--- config.mk ---
export PLATFORM = sky130hd
export DESIGN_NAME = exp_series_engine
export DESIGN_NICKNAME = d
export VERILOG_FILES = /design/src/rtl/exp_series_engine.sv
export SDC_FILE = /design/constraint.sdc
export NUM_CORES = 1
export LEC_CHECK = 0
export BUFFER_PORTS_ARGS = -buffer_cell sky130_fd_sc_hd__buf_4
export CORE_ASPECT_RATIO = 1.75
export CORE_MARGIN = 2
export CORE_UTILIZATION = 40
export DETAILED_ROUTE_END_ITERATION = 8
export GPL_TIMING_DRIVEN = 0
export PLACE_DENSITY = 0.63
export REMOVE_ABC_BUFFERS = 1
export SLEW_MARGIN = 10
export SYNTH_ARGS = -nofsm -noshare
export SYNTH_HDL_FRONTEND = slang
export SYNTH_SLANG_ARGS = --single-unit
--- constraint.sdc ---
create_clock -name clock -period 10.3 [get_ports clock]
set_clock_uncertainty 0.1 [all_clocks]
set_input_delay 1.545 -clock clock [delete_from_list [all_inputs] [get_ports clock]]
set_output_delay 1.545 -clock clock [all_outputs]
set_load 0.1 [all_outputs]
--- src/rtl/exp_series_engine.sv ---
// Batch exp(x) engine: reads n samples, evaluates a TERMS-term Taylor series per sample by Horner MAC,
// writes each result back; optional single-step pacing advances one sample per step rising edge.
module exp_series_engine #(
  parameter int DATA_W = 16,
  parameter int OUT_W  = 21,
  parameter int TERMS  = 8,
  parameter int CNT_W  = 4
) (
  input  logic              clock,
  input  logic              reset,
  input  logic              start,
  input  logic [CNT_W-1:0]  n_samples,
  input  logic              step_mode,
  input  logic              step,
  output logic              rd_req,
  output logic [CNT_W-1:0]  rd_addr,
  input  logic              rd_ack,
  input  logic [DATA_W-1:0] rd_data,
  output logic              wr_req,
  output logic [CNT_W-1:0]  wr_addr,
  output logic [OUT_W-1:0]  wr_data,
  input  logic              wr_ack,
  output logic              busy,
  output logic              done
);
  typedef enum logic [2:0] {IDLE, WAIT_STEP, READ, CALC, WRITE, DONE} state_t;
  typedef logic [TERMS-1:0][OUT_W-1:0] coef_t;
  localparam int K_W = $clog2(TERMS);

  // c[k] = floor(2^DATA_W / k!), folded to constants at elaboration
  function automatic coef_t init_coef();
    coef_t c;
    longint unsigned f;
    f = 1;
    for (int i = 0; i < TERMS; i++) begin
      if (i > 0) f = f * longint'(i);
      c[i] = OUT_W'((64'd1 << DATA_W) / f);
    end
    return c;
  endfunction

  localparam coef_t COEF = init_coef();

  state_t                    state, nxt;
  logic [CNT_W-1:0]          n_lat, idx, last;
  logic                      step_lat, step_q, step_rise;
  logic [DATA_W-1:0]         x;
  logic [OUT_W-1:0]          acc;
  logic [K_W-1:0]            k;
  logic [OUT_W+DATA_W-1:0]   prod;

  assign step_rise = step & ~step_q;
  assign last      = n_lat - CNT_W'(1);   // n=0 wraps to all-ones, i.e. 2^CNT_W samples
  assign prod      = {{DATA_W{1'b0}}, acc} * {{OUT_W{1'b0}}, x};
  assign rd_addr   = idx;
  assign wr_addr   = idx;
  assign wr_data   = acc;

  always_ff @(posedge clock or negedge reset) begin
    if (!reset) state <= IDLE;
    else        state <= nxt;
  end

  always_comb begin
    nxt = state;
    case (state)
      IDLE:      if (start) nxt = step_mode ? WAIT_STEP : READ;
      WAIT_STEP: if (step_rise) nxt = READ;
      READ:      if (rd_ack) nxt = CALC;
      CALC:      if (k == '0) nxt = WRITE;
      WRITE:     if (wr_ack) nxt = (idx == last) ? DONE : (step_lat ? WAIT_STEP : READ);
      DONE:      nxt = IDLE;
      default:   nxt = IDLE;
    endcase
  end

  // Outputs are decoded from the next state so they line up with the state register
  always_ff @(posedge clock or negedge reset) begin
    if (!reset) begin
      rd_req   <= 1'b0;
      wr_req   <= 1'b0;
      busy     <= 1'b0;
      done     <= 1'b0;
      step_q   <= 1'b0;
      n_lat    <= '0;
      step_lat <= 1'b0;
      idx      <= '0;
      x        <= '0;
      acc      <= '0;
      k        <= '0;
    end else begin
      rd_req <= (nxt == READ);
      wr_req <= (nxt == WRITE);
      busy   <= (nxt != IDLE);
      done   <= (nxt == DONE);
      step_q <= step;
      case (state)
        IDLE: if (start) begin
          n_lat    <= n_samples;
          step_lat <= step_mode;
          idx      <= '0;
        end
        READ: if (rd_ack) begin
          x   <= rd_data;
          acc <= COEF[TERMS-1];
          k   <= K_W'(TERMS-2);
        end
        CALC: begin
          acc <= COEF[k] + OUT_W'(prod >> DATA_W);
          if (k != '0) k <= k - K_W'(1);
        end
        WRITE: if (wr_ack && idx != last) idx <= idx + CNT_W'(1);
        default: ;
      endcase
    end
  end
endmodule
==> impl_metrics.csv, run 1 <==
group,metric,value,unit
sta,timing.final.ws_setup,1.16,ns
sta,grt_setup_unrepaired,"false",
sta,setup_violations,0,
routing,via_count,10335,
synthesis,synth.most_common_cell,"inv_1",
sta,fin_tns_setup,0,ns
status,status,"finished clean",
synthesis,ys.warnings.count,0,
die,dieArea,0.0359,mm2
placement,place_ws,1.20,ns
critical_path,crit_fanout,22,
sta,slew_headroom,26.6,%
cts,htree_levels,3,
synthesis,synth_common_cells,"inv_1 (314), fa_1 (264), nand2_1 (239)",
synthesis,ys_ff_latch,57,
cts,cts_buffers,9,
placement,hpwlAfterDp,26900,um
sta,finalHoldViolations,0,
synthesis,postSynthAreaPerCell,9.00,um2
sta,period_minus_slack,9.14,ns
finish,nFillCells,3289,
routing,detail-route-antenna-nets,0,
cts,root_buffer,"clkbuf_16",
sta,max_freq,0.109,GHz
cts,clk_pin_slew,0.06,ns
finish,n_antenna_cell,0,
synthesis,synth_ff_type,"dfrtp_1",
cts,cts_buffer_depth,2,
die,dieHeight,249,um
routing,drcViolationCount,0,
synthesis,synth_edf_count,0,
critical_path,path_buf_inv,5,
global_routing,grt_max_degree,58,
critical_path,cpMaxStageDelayCell,"dfrtp_1",
die,pin_count,60,
global_routing,first_global_vias,11549,
critical_path,crit_start,"x[7]",
critical_path,arrival,9.31,ns
routing,drt-pass1-iter-count,4,
cts,cts_hold_buf,0,
critical_path,reg2reg_from,"x[7]",
synthesis,synth_area,0.0137,mm2
die,fp-row-count,89,
critical_path,path_delay_family,"adder cells",
critical_path,max_stage_delay,1.02,ns
synthesis,async_flop_share,100,%
sta,tightest_slew,1.10,ns
cts,post_cts_resized,0,
die,core-area,0.0337,mm2
synthesis,yosys.cell_types.count,74,
global_routing,antenna_found_initial,0,
cts,clkSinkCount,57,
routing,wl_per_cell,17.4,um
synthesis,synth_seq_area_share,10.4,%
sta,fin_crit_sh,88.7,%
critical_path,crit_path_end_kind,"register",
global_routing,grt_pass1_wl,57500,um
cts,clock_latency,0.33,ns
critical_path,startpoint_type,"register",
cts,post_cts_buffers,0,
synthesis,yosysTopAreaCell,"fa_1",
hold_path,hp-class,"register to register",
cts,cts_tree,"built",
finish,finalNetCount,1944,
finish,drive_above_1_share,8.22,%
synthesis,netlist_instances,1526,
global_routing,grt_use_total,20.5,%
sta,slew_viol_final,0,
routing,vias_per_cell,5.20,
synthesis,yosys.area.top_type_share,38.5,%
placement,portBuffers,59,
finish,syn2layout_area_growth,7.64,%
routing,routed_wl,34600,um
job,timing.max_cap.violations,0,
die,fp.dieW,144,um
routing,first_iter_violations,336,
hold_path,worstHoldStart,"n_lat[3]",
die,initial_utilization,40.7,%
critical_path,crit_path_frequent_cell,"fa_1",
critical_path,worstPathRequired,10.47,ns
placement,routabilityCongestion,0.848,
critical_path,worstSetupPathType,"register to register",
global_routing,grt_overflow_total,0,
synthesis,synth_area_leaders,"fa_1 (38%), ha_1 (11%), dfrtp_1 (10%), inv_1 (8.6%), and2_1 (6.7%)",
==> flip-flops by register name, summed over array words and instances, names as in the netlist, 3 cells and up <==
name and flops:
k 3, state 3, wr_data 21, x 16
rd_addr 4, n_lat 4
==> path summary, 6_finish.rpt <==
kind	endpoint	slack, ns	cells after the start
worst max-delay path	wr_data[19]	1.16	32
worst min-delay path	n_lat[3]	0.43	1
worst max register to register	wr_data[19]	1.16	32
worst min register to register	n_lat[3]	0.43	1
max in group asynchronous	x[11]	8.38	1
min in group asynchronous	step_q	1.19	1
==> final cells by class <==
| class | instances | area (um2) | area share [%] |
|---|---|---|---|
| tap | 455 | 569 | 3.85 |
| multi-input combinational | 1084 | 10900 | 73.5 |
| inverter | 315 | 1180 | 8.00 |
| clock buffer | 9 | 225 | 1.52 |
| sequential | 57 | 1430 | 9.65 |
| clock inverter | 7 | 55.1 | 0.372 |
| timing repair buffer | 60 | 454 | 3.07 |
==> per-stage QoR <==
step           util (%)  hold slack [ns]  instance area [um2]  std cells
2_1_floorplan         -            0.402                13500       1456
3_3_place_gp       42.9            0.416                14500       1970
3_5_place_dp       43.0            0.425                14500       1971
4_1_cts            43.8            0.438                14800       1987
5_1_grt            43.8            0.464                14800       1987
6_report           43.8            0.433                14800       1987
==> logic make-up after synthesis <==
family | share of synthesized area (%)
AOI/OAI and AO/OA | 6.90
and+or+nand+nor | 17.6
DFF | 10.4
xor gates and xnor gates | 2.68
muxes | 1.89
adders and majority gates | 49.9
buffers and inverters | 10.6
==> cell usage in the layout (no fill, tap or decap), types with 7 or more instances in the layout <==
cell type  netlist  final
a21o_1          15     15
a21oi_1         33     33
and2_1         148    148
buf_4            4     59
clkbuf_16        0      9
dfrtp_1         57     57
fa_1           264    264
ha_1           126    126
inv_1          314    314
mux2_2          20     20
nand2_1        239    239
nand2b_1         7      7
nand3_1          7      7
nand4_1          7      7
nor2_1          33     32
nor3_1          14     14
o21ai_0         34     34
xnor2_1         27     27
xor2_1          15     15
==> metal layers <==
metal | global-route usage [%] | vias to the layer above | part of all wire (%)
met2 | 41.3 | 207 | 59
met3 | 2.04 | 120 | 2.4
met4 | 8.91 | 0 | 4.8
li1 | - | 4637 | -
met5 | 0 | - | 0
met1 | 20.4 | 5371 | 34
Power of run 1 is not shown: default switching activity piles up to over one toggle a cycle in this logic, so the estimate is an artifact.
==> inputs of run 2 (changes only) <==
--- a/config.mk
+++ b/config.mk
@@ -12,6 +12,7 @@
 export DETAILED_ROUTE_END_ITERATION = 8
 export GPL_TIMING_DRIVEN = 0
 export PLACE_DENSITY = 0.63
+export RECOVER_POWER = 25
 export REMOVE_ABC_BUFFERS = 1
 export SLEW_MARGIN = 10
 export SYNTH_ARGS = -nofsm -noshare
==> run 2 against run 1 <==
Net effect: the run now ends with max-capacitance violations, max-slew violations left; worst hold slack unchanged; via count about the same; global-route usage unchanged; highest routed layer unchanged; first-iteration DRC count unchanged; critical endpoint unchanged.
==> impl_metrics.csv, run 2 (synthesized netlist as in run 1, its figures left out) <==
group,metric,value,unit
status,status,"finished, violations left",
status,violations,"max-capacitance violations, max-slew violations",
hold_path,worstHoldStart,"n_lat[3]",
cts,cts_buffers,9,
cts,post_cts_resized,0,
critical_path,crit_fanout,22,
critical_path,startpoint_type,"register",
finish,n_antenna_cell,0,
cts,clkSinkCount,57,
sta,grt_setup_unrepaired,"false",
sta,period_minus_slack,9.14,ns
cts,post_cts_buffers,0,
finish,syn2layout_area_growth,7.61,%
sta,slew_headroom,-121,%
critical_path,cpMaxStageDelayCell,"dfrtp_1",
critical_path,path_delay_family,"adder cells",
cts,root_buffer,"clkbuf_16",
critical_path,crit_path_end_kind,"register",
sta,slew_viol_final,58,
routing,vias_per_cell,5.20,
critical_path,reg2reg_from,"x[7]",
cts,cts_tree,"built",
critical_path,path_buf_inv,5,
global_routing,grt_overflow_total,0,
critical_path,worstSetupPathType,"register to register",
die,dieArea,0.0359,mm2
cts,htree_levels,3,
finish,final_cell_mix,"inv_1 (314), fa_1 (264), nand2_1 (239)",
die,core-area,0.0337,mm2
job,timing.max_cap.violations,1,
critical_path,worstPathRequired,10.47,ns
sta,fin_crit_sh,88.7,%
sta,finalHoldViolations,0,
sta,fin_tns_setup,0,ns
finish,finalNetCount,1944,
critical_path,rrSetupSlack,1.16,ns
global_routing,antenna_found_initial,0,
routing,first_iter_violations,336,
routing,detail-route-antenna-nets,0,
placement,hpwlAfterDp,26900,um
sta,max_freq,0.109,GHz
cts,cts_hold_buf,0,
global_routing,grt_pass1_wl,57500,um
critical_path,crit_path_frequent_cell,"fa_1",
routing,via_count,10334,
finish,final_util,43.8,%
hold_path,hp-class,"register to register",
die,fp-row-count,89,
sta,setup_violations,0,
placement,routabilityCongestion,0.848,
routing,drt-pass1-iter-count,4,
cts,clock_latency,0.33,ns
die,dieHeight,249,um
global_routing,grt_max_degree,58,
finish,nFillCells,3288,
routing,drcViolationCount,0,
critical_path,crit_start,"x[7]",
sta,tightest_slew,3.32,ns
die,pin_count,60,
routing,routed_wl,34600,um
routing,wl_per_cell,17.4,um
finish,largest_reg_flops,21,
cts,clk_pin_slew,0.06,ns
placement,portBuffers,59,
cts,cts_buffer_depth,2,
die,fp.dieW,144,um
finish,layout_commonest_cell,"inv_1",
finish,drive_above_1_share,8.16,%
die,initial_utilization,40.7,%
global_routing,first_global_vias,11549,
critical_path,max_stage_delay,1.02,ns
critical_path,arrival,9.31,ns
global_routing,grt_use_total,20.5,%
run 2: worst paths after layout:
path	endpoint	depth (start not counted)
min in group asynchronous	step_q	1
setup reg to reg	wr_data[19]	32
setup / recovery	wr_data[19]	32
hold / removal	n_lat[3]	1
max in group asynchronous	x[11]	1
hold reg to reg	n_lat[3]	1
run 2: layout make-up:
class                           instances  area (um2)  area share [%]
Multi-Input combinational cell       1084       10900            73.6
Sequential cell                        57        1430            9.65
Inverter                              315        1180            8.00
Tap cell                              455         569            3.85
Timing Repair Buffer                   60         450            3.05
Clock buffer                            9         225            1.52
Clock inverter                          7        55.1           0.372
run 2: metal layers:
layer / global-route usage, % / share of wire, %
met5: 0 / 0
met2: 41.3 / 59
met4: 8.91 / 4.8
met1: 20.4 / 34
met3: 2.04 / 2.4
run 2: through the flow:
step                hold WS, ns  std cells  setup WS (ns)  cell area [um2]
floorplan                 0.402       1456           1.84            13500
global placement          0.416       1970           1.27            14500
detailed placement        0.425       1971           1.20            14500
CTS                       0.438       1987           1.15            14800
global route              0.464       1987          0.627            14800
finish                    0.433       1987           1.16            14800
Power of run 2 is left out for the same reason.
==> inputs of run 3 (changes only) <==
--- a/config.mk
+++ b/config.mk
@@ -8,11 +8,11 @@
 export BUFFER_PORTS_ARGS = -buffer_cell sky130_fd_sc_hd__buf_4
 export CORE_ASPECT_RATIO = 1.75
 export CORE_MARGIN = 2
-export CORE_UTILIZATION = 40
+export CORE_UTILIZATION = 50
 export DETAILED_ROUTE_END_ITERATION = 8
 export GPL_TIMING_DRIVEN = 0
-export PLACE_DENSITY = 0.63
-export RECOVER_POWER = 25
+export PLACE_DENSITY = 0.74
+export RECOVER_POWER = 100
 export REMOVE_ABC_BUFFERS = 1
 export SLEW_MARGIN = 10
 export SYNTH_ARGS = -nofsm -noshare
==> run 3 against run 2 <==
Net effect: the flow still finishes with violations (max-capacitance violations, max-slew violations); cell area decreased by 1.6%; register-to-register slack got worse by 0.25 ns; utilization increased by 9.8 points; die area decreased by 20%.
==> impl_metrics.csv, run 3 (synthesized netlist as in run 1, its figures left out) <==
group,metric,value,unit
hold_path,hold_depth,1,
finish,stdcell_area,0.0145,mm2
finish,final_cell_mix,"inv_1 (314), fa_1 (264), nand2_1 (240)",
sta,slew_headroom,-113,%
sta,period_minus_slack,9.39,ns
cts,cts_buffer_depth,2,
critical_path,reg2reg_from,"x[7]",
finish,layout_commonest_cell,"inv_1",
sta,tightest_slew,3.20,ns
cts,clkSinkCount,57,
finish,final_util,53.6,%
critical_path,reg2reg_to,"wr_data[19]",
critical_path,cpMaxStageDelayCell,"dfrtp_1",
critical_path,worstPathRequired,10.47,ns
die,fp-row-count,80,
cts,post_cts_resized,0,
cts,clk_pin_slew,0.05,ns
critical_path,crit_start,"x[7]",
critical_path,crit_path_frequent_cell,"fa_1",
global_routing,grt_overflow_total,0,
sta,slew_viol_final,72,
sta,fin_crit_sh,91.2,%
global_routing,grt_max_degree,58,
die,core-area,0.0271,mm2
routing,vias_per_cell,5.48,
placement,hpwlAfterDp,26100,um
finish,regArea,0.00143,mm2
finish,nFillCells,2497,
status,violations,"max-capacitance violations, max-slew violations",
critical_path,startpoint_type,"register",
finish,finalNetCount,1945,
die,initial_utilization,50.6,%
die,fp.dieW,129,um
sta,setup_violations,0,
global_routing,antenna_found_initial,0,
critical_path,arrival,9.56,ns
routing,detail-route-antenna-nets,0,
finish,n_antenna_cell,0,
critical_path,rr_worst_depth,32,
global_routing,first_global_vias,11888,
cts,clock_latency,0.33,ns
finish,drive_above_1_share,5.35,%
critical_path,worstSetupPathType,"register to register",
routing,drt-pass1-iter-count,4,
routing,drcViolationCount,0,
finish,multiInputGateArea,0.0108,mm2
hold_path,worstHoldStart,"n_lat[3]",
placement,portBuffers,59,
critical_path,crit_path_end_kind,"register",
routing,routed_wl,33700,um
routing,first_iter_violations,382,
critical_path,max_stage_delay,0.95,ns
hold_path,hold_end,"n_lat[3]",
routing,via_count,10423,
sta,finalHoldViolations,0,
cts,htree_levels,3,
cts,root_buffer,"clkbuf_16",
sta,hold-worst-slack,0.430,ns
die,pin_count,60,
finish,syn2layout_area_growth,5.86,%
placement,routabilityCongestion,0.877,
sta,fin_tns_setup,0,ns
cts,post_cts_buffers,0,
sta,max_freq,0.106,GHz
sta,grt_setup_unrepaired,"false",
critical_path,rrSetupSlack,0.91,ns
status,status,"finished, violations left",
global_routing,grt_use_total,25.3,%
cts,cts_hold_buf,0,
critical_path,crit_fanout,22,
hold_path,hp-class,"register to register",
die,dieHeight,223,um
cts,cts_tree,"built",
routing,wl_per_cell,17.7,um
cts,cts_buffers,9,
placement,placed_cell_area,0.0144,mm2
finish,largest_reg_flops,21,
job,timing.max_cap.violations,2,
die,dieArea,0.0289,mm2
global_routing,grt_pass1_wl,57000,um
-- run 3: critical path: cells and delay by family (launching register included) --
kind,cells,cell delay (ns)
DFF,1,0.95
buffers and inverters,5,0.27
muxes,1,0.34
adders and majority gates,8,3.74
AOI/OAI and AO/OA,8,2.22
xor gates and xnor gates,1,0.23
and+or+nand+nor,9,1.43
-- run 3: layout make-up --
| type | count | share of cell area, % |
|---|---|---|
| Timing Repair Buffer | 61 | 2.17 |
| Sequential cell | 57 | 9.81 |
| Tap cell | 369 | 3.17 |
| Inverter | 315 | 8.13 |
| Multi-Input combinational cell | 1084 | 74.4 |
| Clock buffer | 11 | 1.74 |
| Clock inverter | 5 | 0.533 |
-- run 3: how the worst max path moves through the flow --
stage	end	slack, ns
after global placement	wr_data[19]	1.39
after floorplan	wr_data[16]	1.84
final	wr_data[19]	0.91
after global routing	wr_data[19]	0.42
after CTS	wr_data[19]	1.25
after detailed placement	wr_data[19]	1.28
-- run 3: metrics by stage --
step           worst slack, ns  instances
6_report                 0.909       1902
5_1_grt                  0.423       1902
4_1_cts                   1.25       1902
3_3_place_gp              1.39       1884
2_1_floorplan             1.84       1456
3_5_place_dp              1.28       1886
-- run 3: layer usage --
layer | GRT usage, % | wire length (um) | share of wire [%] | vias to the layer above
met2 | 49.2 | 19600 | 58 | 278
met5 | 0 | 0 | 0 | -
met4 | 14.8 | 2080 | 6.2 | 0
met1 | 25.2 | 11100 | 33 | 5349
met3 | 2.37 | 1040 | 3.1 | 161
li1 | - | - | - | 4635
Power of run 3 is left out for the same reason.
